File: config.mk
export PLATFORM = sky130hd
export DESIGN_NAME = matrix_ascii_tx_flat
export DESIGN_NICKNAME = d
export VERILOG_FILES = /design/src/rtl/matrix_ascii_tx_if.sv /design/src/rtl/matrix_ascii_tx.sv /design/src/flat_wrapper.sv
export SDC_FILE = /design/constraint.sdc
export NUM_CORES = 1
export LEC_CHECK = 0
export ABC_CLOCK_PERIOD_IN_PS = 22900
export CORE_UTILIZATION = 58
export DETAILED_ROUTE_END_ITERATION = 7
export DONT_BUFFER_PORTS = 1
export PLACE_DENSITY = 0.78
export SYNTH_ARGS = -nofsm -noshare
export SYNTH_HDL_FRONTEND = slang
export SYNTH_SLANG_ARGS = --single-unit
File: constraint.sdc
create_clock -name clk -period 22.9 [get_ports clk]
set_input_delay 4.58 -clock clk [delete_from_list [all_inputs] [get_ports clk]]
set_output_delay 4.58 -clock clk [all_outputs]
set_load 0.01 [all_outputs]
File: src/rtl/matrix_ascii_tx_if.sv
// Storage read port and UART TX byte handshake used by matrix_ascii_tx.
// master = the serializer, slave = storage/UART side.
interface matrix_ascii_tx_if #(
    parameter int DATA_WIDTH = 32,
    parameter int ADDR_WIDTH = 14
) ();
    logic [ADDR_WIDTH-1:0] storage_rd_addr;
    logic [DATA_WIDTH-1:0] storage_rd_data;
    logic [7:0]            uart_tx_data;
    logic                  uart_tx_valid;
    logic                  uart_tx_ready;

    modport master (
        output storage_rd_addr,
        input  storage_rd_data,
        output uart_tx_data,
        output uart_tx_valid,
        input  uart_tx_ready
    );

    modport slave (
        input  storage_rd_addr,
        output storage_rd_data,
        input  uart_tx_data,
        input  uart_tx_valid,
        output uart_tx_ready
    );
endinterface

File: src/rtl/matrix_ascii_tx.sv
// Streams a stored matrix as ASCII decimal text: header "R C\n", then
// row-major signed elements separated by ' ' with '\n' at each row end.
module matrix_ascii_tx #(
    parameter int DATA_WIDTH = 32,
    parameter int ADDR_WIDTH = 14,
    parameter int DIM_WIDTH  = 8
) (
    input  logic                  clk,
    input  logic                  rst_n,
    input  logic                  start,
    input  logic [DIM_WIDTH-1:0]  rows,
    input  logic [DIM_WIDTH-1:0]  cols,
    input  logic [ADDR_WIDTH-1:0] base_addr,
    output logic                  busy,
    output logic                  done,
    output logic                  error,
    matrix_ascii_tx_if.master     bus
);
    typedef enum logic [2:0] {IDLE, HDR, RD_ADDR, RD_WAIT, CONV, EMIT, SEP, FIN} state_t;

    localparam logic [DATA_WIDTH:0]   TEN      = (DATA_WIDTH+1)'(10);
    localparam logic [DIM_WIDTH-1:0]  DIM_ONE  = DIM_WIDTH'(1);
    localparam logic [ADDR_WIDTH-1:0] ADDR_ONE = ADDR_WIDTH'(1);

    state_t                state_q, state_d;
    logic [DIM_WIDTH-1:0]  rows_q, rows_d, cols_q, cols_d, r_q, r_d, c_q, c_d;
    logic [ADDR_WIDTH-1:0] base_q, base_d, idx_q, idx_d;
    logic                  err_q, err_d, hdr_q, hdr_d, hdr_col_q, hdr_col_d, sign_q, sign_d;
    logic [DATA_WIDTH:0]   mag_q, mag_d;
    logic [3:0]            ndig_q, ndig_d;
    logic [3:0]            dig_q [10];
    logic [3:0]            dig_d [10];

    logic [DATA_WIDTH:0]   quot, rd_ext;
    logic [3:0]            digit;
    logic                  accept, last_col, last_row;

    assign quot     = mag_q / TEN;
    assign digit    = 4'(mag_q - quot * TEN);
    assign rd_ext   = {bus.storage_rd_data[DATA_WIDTH-1], bus.storage_rd_data};
    assign last_col = (c_q == cols_q - DIM_ONE);
    assign last_row = (r_q == rows_q - DIM_ONE);
    assign accept   = bus.uart_tx_valid && bus.uart_tx_ready;

    // Element index counts row-major, so base + index equals base + r*cols + c.
    assign bus.storage_rd_addr = base_q + idx_q;

    assign busy  = (state_q != IDLE) && (state_q != FIN);
    assign done  = (state_q == FIN);
    assign error = (state_q == FIN) && err_q;

    always_comb begin
        bus.uart_tx_valid = 1'b0;
        bus.uart_tx_data  = 8'h00;
        case (state_q)
            EMIT: begin
                bus.uart_tx_valid = 1'b1;
                bus.uart_tx_data  = sign_q ? 8'h2D : 8'h30 + {4'h0, dig_q[ndig_q - 4'd1]};
            end
            SEP: begin
                bus.uart_tx_valid = 1'b1;
                bus.uart_tx_data  = (hdr_q ? hdr_col_q : last_col) ? 8'h0A : 8'h20;
            end
            default: ;
        endcase
    end

    always_comb begin
        state_d   = state_q;
        rows_d    = rows_q;
        cols_d    = cols_q;
        base_d    = base_q;
        r_d       = r_q;
        c_d       = c_q;
        idx_d     = idx_q;
        err_d     = err_q;
        hdr_d     = hdr_q;
        hdr_col_d = hdr_col_q;
        sign_d    = sign_q;
        mag_d     = mag_q;
        ndig_d    = ndig_q;
        dig_d     = dig_q;
        case (state_q)
            IDLE: if (start) begin
                rows_d    = rows;
                cols_d    = cols;
                base_d    = base_addr;
                r_d       = '0;
                c_d       = '0;
                idx_d     = '0;
                hdr_d     = 1'b1;
                hdr_col_d = 1'b0;
                err_d     = (rows == '0) || (cols == '0);
                state_d   = ((rows == '0) || (cols == '0)) ? FIN : HDR;
            end
            HDR: begin
                sign_d  = 1'b0;
                mag_d   = hdr_col_q ? (DATA_WIDTH+1)'(cols_q) : (DATA_WIDTH+1)'(rows_q);
                ndig_d  = '0;
                state_d = CONV;
            end
            RD_ADDR: state_d = RD_WAIT;
            RD_WAIT: begin
                sign_d  = rd_ext[DATA_WIDTH];
                mag_d   = rd_ext[DATA_WIDTH] ? -rd_ext : rd_ext;
                ndig_d  = '0;
                state_d = CONV;
            end
            // Least-significant digit lands in slot 0; EMIT walks the buffer downward.
            CONV: begin
                if (ndig_q < 4'd10) dig_d[ndig_q] = digit;
                ndig_d = ndig_q + 4'd1;
                mag_d  = quot;
                if (quot == '0) state_d = EMIT;
            end
            EMIT: if (accept) begin
                if (sign_q) begin
                    sign_d = 1'b0;
                end else begin
                    ndig_d = ndig_q - 4'd1;
                    if (ndig_q == 4'd1) state_d = SEP;
                end
            end
            SEP: if (accept) begin
                if (hdr_q) begin
                    hdr_col_d = 1'b1;
                    hdr_d     = !hdr_col_q;
                    state_d   = hdr_col_q ? RD_ADDR : HDR;
                end else if (last_col && last_row) begin
                    state_d = FIN;
                end else begin
                    c_d     = last_col ? '0 : c_q + DIM_ONE;
                    r_d     = last_col ? r_q + DIM_ONE : r_q;
                    idx_d   = idx_q + ADDR_ONE;
                    state_d = RD_ADDR;
                end
            end
            FIN: state_d = IDLE;
            default: state_d = IDLE;
        endcase
    end

    always_ff @(posedge clk or negedge rst_n) begin
        if (!rst_n) begin
            state_q   <= IDLE;
            rows_q    <= '0;
            cols_q    <= '0;
            base_q    <= '0;
            r_q       <= '0;
            c_q       <= '0;
            idx_q     <= '0;
            err_q     <= 1'b0;
            hdr_q     <= 1'b0;
            hdr_col_q <= 1'b0;
            sign_q    <= 1'b0;
            mag_q     <= '0;
            ndig_q    <= '0;
            for (int i = 0; i < 10; i++) dig_q[i] <= '0;
        end else begin
            state_q   <= state_d;
            rows_q    <= rows_d;
            cols_q    <= cols_d;
            base_q    <= base_d;
            r_q       <= r_d;
            c_q       <= c_d;
            idx_q     <= idx_d;
            err_q     <= err_d;
            hdr_q     <= hdr_d;
            hdr_col_q <= hdr_col_d;
            sign_q    <= sign_d;
            mag_q     <= mag_d;
            ndig_q    <= ndig_d;
            dig_q     <= dig_d;
        end
    end
endmodule

File: src/flat_wrapper.sv
// flat-port wrapper written by rule: the top's interface ports become plain ports
module matrix_ascii_tx_flat 
#(
    parameter int DATA_WIDTH = 32,
    parameter int ADDR_WIDTH = 14,
    parameter int DIM_WIDTH  = 8
)
  (clk, rst_n, start, rows, cols, base_addr, busy, done, error, bus_storage_rd_addr, bus_storage_rd_data, bus_uart_tx_data, bus_uart_tx_valid, bus_uart_tx_ready);
  matrix_ascii_tx_if #(.DATA_WIDTH(DATA_WIDTH), .ADDR_WIDTH(ADDR_WIDTH)) bus_i ();
  input  logic clk;
  input  logic rst_n;
  input  logic start;
  input  logic [DIM_WIDTH-1:0] rows;
  input  logic [DIM_WIDTH-1:0] cols;
  input  logic [ADDR_WIDTH-1:0] base_addr;
  output logic busy;
  output logic done;
  output logic error;
  output wire logic [$bits(bus_i.storage_rd_addr)-1:0] bus_storage_rd_addr;
  input wire logic [$bits(bus_i.storage_rd_data)-1:0] bus_storage_rd_data;
  output wire logic [$bits(bus_i.uart_tx_data)-1:0] bus_uart_tx_data;
  output wire logic [$bits(bus_i.uart_tx_valid)-1:0] bus_uart_tx_valid;
  input wire logic [$bits(bus_i.uart_tx_ready)-1:0] bus_uart_tx_ready;
  assign bus_storage_rd_addr = bus_i.storage_rd_addr;
  assign bus_i.storage_rd_data = bus_storage_rd_data;
  assign bus_uart_tx_data = bus_i.uart_tx_data;
  assign bus_uart_tx_valid = bus_i.uart_tx_valid;
  assign bus_i.uart_tx_ready = bus_uart_tx_ready;
  matrix_ascii_tx #(.DATA_WIDTH(DATA_WIDTH), .ADDR_WIDTH(ADDR_WIDTH), .DIM_WIDTH(DIM_WIDTH)) u_core (.clk(clk), .rst_n(rst_n), .start(start), .rows(rows), .cols(cols), .base_addr(base_addr), .busy(busy), .done(done), .error(error), .bus(bus_i));
endmodule
==> run metrics, run 1 <==
wire length of the first global-routing pass 62700 µm; Post-Route Skew 0.0106 ns; CTS hold repair buffers 0; transition at the pin with the smallest max-transition slack 1.06 ns; hold path endpoint u_core.dig_q[33]; antenna-violating nets left 0; final-report hold violation count 0; most common cell after layout, fill and taps aside sky130_fd_sc_hd__nand2_1; Syn Inst Count 1697; ratio of cells with drive above 1 in the final layout 0.0893; clock transition time at the flip-flop clock pins of the worst setup and hold paths 0.07 ns; buffer type at the clock tree root sky130_fd_sc_hd__clkbuf_16; row cnt 55; drt initial violations 1395; Clock Path Buffers 2; # diodes 0; number of buffer and inverter instances along the worst setup path 2; DR WL/cell 19.6 µm; Min-Delay Path Class reg -> reg; highest clock rate 61.2 MHz; post-synthesis register bit count 144; Routed Wire Length 37600 µm; clock latency on the worst-skew pair 0.44 ns; Hold Worst Slack 0.478 ns; length in cells of the worst reg-to-reg path 53; critical path data required time 23.15 ns; Std-Cell Core Area 22900 µm²; end of the worst register-to-register path u_core.state_q[2]; TritonCTS clock tree yes; crit path capture type register; share of the clock period used by the worst path 0.713; total global routing track utilization 0.314; outcome complete, no violations; RD Place Congestion 0.939; critical path's largest stage delay 0.83 ns; crit path time final 16.33 ns; number of cells traversed by the worst hold path 2; setup repair after global routing missed its margin false; number of levels in the clock H-tree 4; per-cell via count in the routed design 6.94; Synth warnings 0; Avg Inst Size Synth 8.10 µm²; Final Setup Violations 0; sum of negative setup slack 0 ns; largest fanout on the critical path 22; hpwl dp 26100 µm; remaining routing DRC violations 0; reg2reg setup slack 6.57 ns; vias in the first global route 12500; Rel. slew slack 0.294; fraction of registers with async set/reset 1.00; antenna violations before repair 0; net count reported at finish 1683; chip height 156 µm; GRT overflow 0; top-level port count 92; max-cap viol count 0; Inserted Clock Buffers 17; Sinks on Clock Net 144; via count of the routed design 13300; critical path's slowest cell sky130_fd_sc_hd__nor4b_2; post-cts repair resize count 0; Largest delay share family, worst path simple AND/OR/NAND/NOR gates; type of the worst setup path reg -> reg; proportion of synthesized chip area in sequential cells 0.262; most frequent cells in the layout sky130_fd_sc_hd__nand2_1 (176), sky130_fd_sc_hd__nor2_1 (146), sky130_fd_sc_hd__dfrtp_1 (144); Synth cell types 115; x dimension of the die 156 µm; most used flip-flop cell after synthesis sky130_fd_sc_hd__dfrtp_1; Startpoint Class register; buffers added on ports 0; startpoint of the worst hold path u_core.dig_q[33]; number of flops mapped to enable cells by yosys 0; post-CTS setup buffer count 0; initial standard-cell utilization of the core 0.600; maximum number of pins on one net before global-route repair 145; layout overhead on the synthesized area 2.29%; number of max-slew violations in the final report 0; area enclosed by the die boundary 24300 µm²; beginning of the worst register-to-register path u_core.mag_q[31]; arrival time at the worst endpoint 16.58 ns; first drt pass iteration count 6; Synth Cell Area 13700 µm²
[sequential cells by signal, summed over array words and instances, names as in the netlist, 3 cells and up]
| register | flops |
|---|---|
| u_core.state_q | 3 |
| u_core.rows_q | 8 |
| u_core.dig_q | 40 |
| u_core.idx_q | 14 |
| u_core.base_q | 14 |
| u_core.mag_q | 33 |
| u_core.ndig_q | 4 |
| u_core.r_q | 8 |
| u_core.c_q | 8 |
| u_core.cols_q | 8 |
[metrics by stage]
stage	cell area [µm²]	utilization	std cells	setup slack, ns
floorplan	13700	-	1698	10.70
global placement	13400	0.587	1883	7.49
detailed placement	13400	0.587	1883	7.01
CTS	14100	0.613	1915	6.96
global route	14100	0.613	1915	5.47
finish	14100	0.613	1915	6.57
[synth_stat cells (10+ instances only)]
library cell                count  area [µm²]
sky130_fd_sc_hd__buf_4         24         180
sky130_fd_sc_hd__mux2_2        51         574
sky130_fd_sc_hd__nand4_1       44         275
sky130_fd_sc_hd__o22ai_1       27         169
sky130_fd_sc_hd__o21a_1        18         135
sky130_fd_sc_hd__a211oi_1      15         113
sky130_fd_sc_hd__buf_6         11         124
sky130_fd_sc_hd__clkbuf_1      53         199
sky130_fd_sc_hd__nand2_1      176         661
sky130_fd_sc_hd__mux2i_1       27         270
sky130_fd_sc_hd__o21bai_1      14         105
sky130_fd_sc_hd__a2bb2oi_1     10        87.6
sky130_fd_sc_hd__o21ai_0       84         420
sky130_fd_sc_hd__xor2_1        58         508
sky130_fd_sc_hd__nor2_1       147         552
sky130_fd_sc_hd__o2111ai_1     15         131
sky130_fd_sc_hd__and3_1        27         169
sky130_fd_sc_hd__xnor2_1       36         315
sky130_fd_sc_hd__a21oi_1       81         405
sky130_fd_sc_hd__ha_1          26         325
sky130_fd_sc_hd__o221ai_1      15         131
sky130_fd_sc_hd__a22oi_1       13        97.6
sky130_fd_sc_hd__nand3_1       48         240
sky130_fd_sc_hd__nor4_1        20         125
sky130_fd_sc_hd__a31oi_1       29         181
sky130_fd_sc_hd__a221o_1       10         100
sky130_fd_sc_hd__o211ai_1      17         128
sky130_fd_sc_hd__dfrtp_1      144        3600
sky130_fd_sc_hd__and2_1        11        68.8
sky130_fd_sc_hd__a221oi_1      16         140
sky130_fd_sc_hd__buf_2         34         170
sky130_fd_sc_hd__inv_1         55         206
sky130_fd_sc_hd__or3_1         24         150
sky130_fd_sc_hd__o31ai_1       20         150
sky130_fd_sc_hd__nor3_1        50         250
[layer usage]
layer  part of all wire  track usage
met2               0.47        0.504
met3              0.082       0.0594
met4              0.024        0.105
met1               0.43        0.425
met5                  0            0
[cell type report]
cell class,instances,area [µm²]
Multi-Input combinational cell,1355,9150
Fill cell,1958,8860
Sequential cell,144,3600
Clock buffer,17,425
Tap cell,313,392
Inverter,62,233
Clock inverter,15,180
Timing Repair Buffer,9,67.6
[cell families after synthesis]
logic type	share of synthesized area
flip-flops	0.262
other	0.000273
XOR/XNOR	0.0599
multiplexers	0.0746
AO/OA/AOI/OAI	0.277
adder cells (fa/ha/maj)	0.0295
buffers and inverters	0.0724
AND/OR/NAND/NOR	0.224
[worst max-delay path by stage]
stage	end	from	slack, ns	cells past startpoint
finish	u_core.state_q[2]	u_core.mag_q[31]	6.57	53
global route	u_core.state_q[2]	u_core.mag_q[31]	5.47	53
CTS	u_core.state_q[2]	u_core.mag_q[31]	6.96	52
detailed placement	u_core.state_q[2]	u_core.mag_q[31]	7.01	52
global placement	u_core.state_q[2]	u_core.mag_q[31]	7.49	53
floorplan	u_core.state_q[2]	u_core.mag_q[27]	10.70	60
[tightest hold or removal path, stage by stage, from the launching register on]
cell                      delay (ns)
sky130_fd_sc_hd__dfrtp_1        0.34
sky130_fd_sc_hd__nand2_1        0.04
sky130_fd_sc_hd__o21ai_0        0.06
Power of run 1 is left out: the tool's default activity adds up to more than one toggle a clock period on the data nets, which glitch-free logic cannot reach.
==> inputs of run 2 (changes only) <==
--- a/config.mk
+++ b/config.mk
@@ -5,11 +5,11 @@
 export SDC_FILE = /design/constraint.sdc
 export NUM_CORES = 1
 export LEC_CHECK = 0
-export ABC_CLOCK_PERIOD_IN_PS = 22900
+export ABC_CLOCK_PERIOD_IN_PS = 14950
 export CORE_UTILIZATION = 58
 export DETAILED_ROUTE_END_ITERATION = 7
 export DONT_BUFFER_PORTS = 1
-export PLACE_DENSITY = 0.78
+export PLACE_DENSITY = 0.8
 export SYNTH_ARGS = -nofsm -noshare
 export SYNTH_HDL_FRONTEND = slang
 export SYNTH_SLANG_ARGS = --single-unit
==> constraint.sdc (replaced) <==
create_clock -name clk -period 14.95 [get_ports clk]
set_input_delay 2.99 -clock clk [delete_from_list [all_inputs] [get_ports clk]]
set_output_delay 2.99 -clock clk [all_outputs]
set_load 0.01 [all_outputs]
==> run 2 against run 1 <==
Effect of this change:
- utilization up 2.0 points
- via count up 2.2%
- final area up 3.2%
- clock-buffer cell count up 3
- critical path type unchanged
==> run metrics, run 2 (synthesized netlist as in run 1, its figures left out) <==
number of buffer and inverter instances along the worst setup path 1; layout overhead on the synthesized area 5.61%; Routed Wire Length 38300 µm; largest fanout on the critical path 16; number of max-slew violations in the final report 0; highest clock rate 71.1 MHz; antenna violations before repair 0; outcome complete, no violations; CTS hold repair buffers 0; initial standard-cell utilization of the core 0.600; first drt pass iteration count 6; post-cts repair resize count 0; final standard cell area without fillers 14500 µm²; transition at the pin with the smallest max-transition slack 1.03 ns; arrival time at the worst endpoint 14.31 ns; most frequent cells in the layout sky130_fd_sc_hd__nand2_1 (175), sky130_fd_sc_hd__nor2_1 (145), sky130_fd_sc_hd__dfrtp_1 (141); total area of multi-input combinational cells 9230 µm²; net count reported at finish 1729; critical path's largest stage delay 0.64 ns; total global routing track utilization 0.316; Std-Cell Core Area 22900 µm²; buffer type at the clock tree root sky130_fd_sc_hd__clkbuf_16; wire length of the first global-routing pass 62500 µm; fill count 1894; x dimension of the die 156 µm; chip height 156 µm; maximum number of pins on one net before global-route repair 145; clock latency on the worst-skew pair 0.43 ns; register ranked first by flip-flop count u_core.dig_q; row cnt 55; top-level port count 92; sequential cell area 3610 µm²; crit path time final 14.06 ns; dpl ws 0.858 ns; TritonCTS clock tree yes; post-route worst setup slack 0.891 ns; antenna-violating nets left 0; Largest delay share family, worst path simple AND/OR/NAND/NOR gates; number of levels in the clock H-tree 4; clock transition time at the flip-flop clock pins of the worst setup and hold paths 0.06 ns; drt initial violations 1281; Sinks on Clock Net 144; remaining routing DRC violations 0; Clock Path Buffers 2; vias in the first global route 12400; flip-flop count of the largest register, all copies and words added 40; per-cell via count in the routed design 6.93; biggest registers after layout u_core.dig_q: 40 flops, u_core.mag_q: 33 flops; RD Place Congestion 0.966; final core utilization 0.633; GRT overflow 0; Final Setup Violations 0; Rel. slew slack 0.314; Post-Route Skew 0.00964 ns; most common cell after layout, fill and taps aside sky130_fd_sc_hd__nand2_1; Inserted Clock Buffers 17; crit path capture type register; area enclosed by the die boundary 24300 µm²; critical path data required time 15.20 ns; buffers added on ports 0; # diodes 0; hpwl dp 26500 µm; share of the clock period used by the worst path 0.940; type of the worst setup path reg -> reg; post-CTS setup buffer count 0; Startpoint Class register; DR WL/cell 19.5 µm; ratio of cells with drive above 1 in the final layout 0.126; final-report hold violation count 0; critical path's slowest cell sky130_fd_sc_hd__nor3_1; max-cap viol count 0; Hold Worst Slack 0.471 ns; dpl cell area 13800 µm²; Min-Delay Path Class reg -> reg; via count of the routed design 13600
## run 2: cell count changes in the layout (fill, tap and decap cells not counted), sizes merged
cell	change
buf	+46
bufinv	+2
clkbuf	+3
clkinvlp	-3
inv	-2
## run 2: area by class of cell
cell class                      instances  share of cell area
Timing Repair Buffer                   55              0.0285
Multi-Input combinational cell       1355               0.636
Clock buffer                           20              0.0315
Inverter                               62              0.0160
Tap cell                              313              0.0270
Clock inverter                         12              0.0124
Sequential cell                       144               0.249
## run 2: path summary, 6_finish.rpt
path | from | endpoint | slack, ns | cells after the start
hold reg to reg | u_core.dig_q[0] | u_core.dig_q[0] | 0.47 | 2
hold / removal | u_core.dig_q[0] | u_core.dig_q[0] | 0.47 | 2
min in group asynchronous | rst_n | u_core.base_q[4] | 2.26 | 0
setup / recovery | u_core.mag_q[27] | u_core.state_q[2] | 0.89 | 53
setup reg to reg | u_core.mag_q[27] | u_core.state_q[2] | 0.89 | 53
max in group asynchronous | rst_n | u_core.mag_q[28] | 12.51 | 0
## run 2: tightest hold or removal path: stages, from the launching register on
cell and delay, ns:
sky130_fd_sc_hd__dfrtp_1 0.33, sky130_fd_sc_hd__nand2_1 0.05, sky130_fd_sc_hd__nand2_1 0.06
## run 2: metal layers
| metal | GRT usage | vias to the layer above | share of wire |
|---|---|---|---|
| met5 | 0 | - | 0 |
| met2 | 0.500 | 682 | 0.46 |
| met4 | 0.113 | 0 | 0.024 |
| met3 | 0.0569 | 72 | 0.094 |
| li1 | - | 6311 | - |
| met1 | 0.431 | 6525 | 0.42 |
## run 2: metrics by stage
step | TNS [ns] | instances
finish | 0 | 1961
floorplan | 0 | 1698
CTS | 0 | 1961
global placement | 0 | 1929
detailed placement | 0 | 1929
global route | -0.0333 | 1961
Power of run 2 is left out for the same reason.
